$ cat config.mk
export PLATFORM = sky130hd
export DESIGN_NAME = mul16_rr_seq
export DESIGN_NICKNAME = d
export VERILOG_FILES = /design/src/rtl/mul16_rr_seq.sv
export SDC_FILE = /design/constraint.sdc
export NUM_CORES = 1
export LEC_CHECK = 0
export BUFFER_PORTS_ARGS = -buffer_cell sky130_fd_sc_hd__buf_2
export CAP_MARGIN = 20
export CORE_MARGIN = 1
export CORE_UTILIZATION = 45
export CTS_CLUSTER_DIAMETER = 100
export DETAILED_ROUTE_END_ITERATION = 8
export GPL_ROUTABILITY_DRIVEN = 0
export PLACE_DENSITY = 0.71
export SLEW_MARGIN = 5
export SYNTH_ARGS = -nofsm -noshare
export SYNTH_HDL_FRONTEND = slang
export SYNTH_SLANG_ARGS = --single-unit
$ cat constraint.sdc
create_clock -name clk -period 2.6 [get_ports clk]
set_input_delay 0.39 -clock clk [delete_from_list [all_inputs] [get_ports clk]]
set_output_delay 0.39 -clock clk [all_outputs]
set_load 0.05 [all_outputs]
$ cat src/rtl/mul16_rr_seq.sv
// Shift-and-add 16x16 unsigned multiplier shared by two round-robin requesters.
// One adder pass per multiplier bit; results leave on a tagged valid/ready channel.
module mul16_rr_seq (
    input  logic        clk,
    input  logic        rst_n,
    input  logic        req0_valid,
    output logic        req0_ready,
    input  logic [15:0] req0_a,
    input  logic [15:0] req0_b,
    input  logic        req1_valid,
    output logic        req1_ready,
    input  logic [15:0] req1_a,
    input  logic [15:0] req1_b,
    output logic        rsp_valid,
    input  logic        rsp_ready,
    output logic [31:0] rsp_product,
    output logic        rsp_id,
    output logic        busy
);
    typedef enum logic [1:0] {IDLE, MUL, DONE} state_t;

    state_t      state_reg, state_next;
    logic [32:0] p_reg;
    logic [15:0] mcand_reg;
    logic [3:0]  cnt_reg;
    logic        id_reg;
    logic        last_id_reg;

    logic        grant;
    logic        accept;
    logic [1:0]  valid_vec;
    logic [1:0]  ready_vec;
    logic [16:0] hi;

    // Contention goes to whichever requester was not served last.
    always_comb begin
        grant = 1'b0;
        if (req0_valid && req1_valid)
            grant = ~last_id_reg;
        else if (req1_valid)
            grant = 1'b1;
    end

    assign valid_vec = {req1_valid, req0_valid};

    generate
        for (genvar gi = 0; gi < 2; gi++) begin : g_ready
            assign ready_vec[gi] = (state_reg == IDLE) && (grant == 1'(gi)) && valid_vec[gi];
        end
    endgenerate

    assign req0_ready = ready_vec[0];
    assign req1_ready = ready_vec[1];
    assign accept     = |ready_vec;

    assign hi = p_reg[32:16] + (p_reg[0] ? {1'b0, mcand_reg} : 17'd0);

    always_comb begin
        state_next = state_reg;
        case (state_reg)
            IDLE:    if (accept) state_next = MUL;
            MUL:     if (cnt_reg == 4'd15) state_next = DONE;
            DONE:    if (rsp_ready) state_next = IDLE;
            default: state_next = IDLE;
        endcase
    end

    always_ff @(posedge clk) begin
        if (!rst_n) begin
            state_reg   <= IDLE;
            p_reg       <= '0;
            mcand_reg   <= '0;
            cnt_reg     <= '0;
            id_reg      <= 1'b0;
            last_id_reg <= 1'b1;
        end else begin
            state_reg <= state_next;
            case (state_reg)
                IDLE: begin
                    if (accept) begin
                        mcand_reg <= grant ? req1_a : req0_a;
                        p_reg     <= {17'd0, (grant ? req1_b : req0_b)};
                        id_reg    <= grant;
                        cnt_reg   <= '0;
                    end
                end
                MUL: begin
                    p_reg   <= {1'b0, hi, p_reg[15:1]};
                    cnt_reg <= cnt_reg + 4'd1;
                end
                DONE: begin
                    if (rsp_ready) last_id_reg <= id_reg;
                end
                default: ;
            endcase
        end
    end

    assign rsp_valid   = (state_reg == DONE);
    assign rsp_product = (state_reg == DONE) ? p_reg[31:0] : 32'd0;
    assign rsp_id      = (state_reg == DONE) ? id_reg : 1'b0;
    assign busy        = (state_reg != IDLE);
endmodule

==> flow_summary.yaml <==
placed_design:
  place_hpwl_um: 6768
  placed_cell_area_um2: 4165
  io_buffers: 105
  preCtsSetupSlack_ns: 0.2039
finish:
  multiInputGateArea_um2: 2282
  diodes: 0
  layout.nets: 643
  design_area_um2: 4288
  area_growth_pct: 20.97
  layout-drive-gt1-share: 0.2424
  regArea_um2: 1122
  fill_cells: 722
  largest_reg_flops: 32
grt:
  antenna_found_initial: 0
  globalRouteOverflowTotal: 0
  grt_max_degree: 42
  grt_pass1_vias: 3501
  track_usage: 0.2373
  grt_first_pass_wirelength_um: 16040
routing:
  routedWlPerCell_um: 14.03
  route.detailed.drc: 0
  first_pass_iters: 4
  wl_um: 9204
  vias_per_cell: 5.361
  drt_iter0_drc: 152
  detail-route-antenna-nets: 0
  vias: 3517
cts:
  cts-root-buf: "clkbuf_8"
  htree_levels: 2
  cts_tree: "done"
  cts.sinks: 56
  cts_buffers: 5
  postCtsSetupRepairBufs: 0
  clk_pin_slew_ns: 0.10
  clock_path_buffers: 2
  clock_latency_ns: 0.31
synth:
  synth_common_cells: "90 x nand2_1, 56 x dfxtp_1, 54 x and2_1"
  yosys-top-cells-area: "dfxtp_1 32%, and2_1 9.5%, nand2_1 9.5%"
  syn_avg_cell_area_um2: 7.672
  ys.flop_type: "dfxtp_1"
  ys_types: 46
  yosysMostFrequentCell: "nand2_1"
  synthCells: 462
  netlist_area_um2: 3545
  yosysSeqAreaShare: 0.3163
  yosysTopAreaCellShare: 0.3163
  synth_fp_nets: 549
  synth_largest_area_cell: "dfxtp_1"
  synth_edf_count: 0
  ys_async_sr_fraction: 0
  synth_seq_cells: 56
  yosys_warnings: 0
timing:
  period_share: 0.9065
  slew_headroom: 0.4841
  slew_viol_final: 0
  whs_ns: 0.3930
  setup_viol: 0
  fmax_ghz: 0.4243
  setup-tns-final_ns: 0
  worst_slew_pin_slew_ns: 0.7731
  final.min_clock_period_ns: 2.357
  fin_worst_skew_ns: 0.01041
  fin_ws_ns: 0.2432
  rsz0062_at_grt: "false"
  hold_viol: 0
setup_path:
  max_stage_delay_ns: 0.42
  cp.required_ns: 2.81
  crit_chain: "and2_1 > ha_1 > inv_1 > fa_1 > nor2b_1 > o2111ai_1 > nand3_1 > a41oi_1 > nand2b_1 > mux2i_1"
  crit_path_top_delay_cell: "dfxtp_2"
  cp_data_arrival_time_ns: 2.57
  cp_max_fo: 9
  r2r_start: "p_reg[0]"
  crit_start: "p_reg[0]"
  cp-start-kind: "register"
  cp_num_buf_inv: 1
  worstSetupPathType: "register to register"
  cp_top_family: "simple AND/OR/NAND/NOR gates"
  end_kind: "register"
pwr:
  power.density_nw_per_um2: 453.9
  ir_worst_vdd_v: 0.0002906
  p_leak_uw: 0.002128
job:
  drv_cap: 0
die:
  initial_core_util: 0.4760
  die_area_um2: 8236
  rows: 31
  io_pins: 106
  die_width_um: 90.75
  coreArea_um2: 7447
  die_h_um: 90.75
hold_path:
  hold_path.class: "input pin to register"
  min_from: "rsp_ready"
run_status:
  status: "finished clean"
## worst register-to-register path: cells and delay by family, from the launching register on
kind / cells / cell delay, ns
adder cells (fa/ha/maj): 2 / 0.57
AO/OA/AOI/OAI: 2 / 0.34
AND/OR/NAND/NOR: 4 / 0.74
multiplexers: 1 / 0.13
flip-flops: 1 / 0.42
buffers and inverters: 1 / 0.06
## cells by family (layout without fill, tap and decap cells)
family | Yosys count | after routing | synth area share
compound gates | 104 | 104 | 0.2104
xor+xnor | 15 | 15 | 0.03706
fa+ha+maj | 18 | 18 | 0.06565
buf+inv | 36 | 131 | 0.04165
flops | 56 | 56 | 0.3163
mux | 1 | 1 | 0.002824
simple gates | 232 | 232 | 0.3262
## worst paths after layout
check | endpoint | slack [ns] | depth (start not counted)
setup / recovery | p_reg[29] | 0.24 | 10
hold / removal | last_id_reg | 0.39 | 3
setup reg to reg | p_reg[29] | 0.24 | 10
hold reg to reg | p_reg[25] | 0.49 | 2
## final cells by class
class,count,area share
Clock inverter,2,0.009046
Multi-Input combinational cell,370,0.5322
Tap cell,99,0.02889
Sequential cell,56,0.2617
Clock buffer,6,0.01926
Timing Repair Buffer,117,0.1436
Inverter,6,0.005252
## placed cells by master, fill, tap and decap left out, types with 2 or more instances in the layout
master,Yosys,final
nand4_1,4,4
a21o_1,3,3
nand2b_1,3,3
nor2b_1,22,21
ha_1,17,17
and3_1,3,3
a21boi_0,3,3
buf_4,0,12
o21ai_0,17,17
a21oi_1,30,30
o31a_1,2,2
inv_1,6,6
nand3_1,32,32
o211a_1,16,16
dfxtp_1,56,55
o21a_1,2,2
nand2_1,90,90
xnor2_1,6,6
and2_1,54,54
a221oi_1,16,16
nor2_1,17,17
clkbuf_8,0,6
buf_2,10,105
a31oi_1,3,3
xor2_1,9,9
o21ai_2,1,2
## power breakdown
| group | leakage (µW) | internal [µW] | switching (µW) |
|---|---|---|---|
| Combinational | 0.00161 | 160 | 218 |
| Sequential | 0.000460 | 918 | 45.9 |
| Clock | 0.0000614 | 315 | 290 |
## metrics by stage
step,power (µW),util,std cells
5_1_grt,2047,0.5758,656
4_1_cts,1959,0.5756,656
3_5_place_dp,1358,0.5593,648
3_3_place_gp,1347,0.5593,648
2_1_floorplan,1221,-,462
6_report,1946,0.5758,656
## timing repair
item / 4_1_cts / 5_1_grt
resized for setup: 0 / 1
setup endpoints to repair: 0 / 3
hold buffers: 0 / 0
## metal layers
| metal | global-route usage | share of wire |
|---|---|---|
| met5 | 0 | 0 |
| met4 | 0.08065 | 0.020 |
| met3 | 0.04461 | 0.055 |
| met2 | 0.3864 | 0.44 |
| met1 | 0.3130 | 0.48 |
No activity file was read; power rests on OpenSTA's default activity.
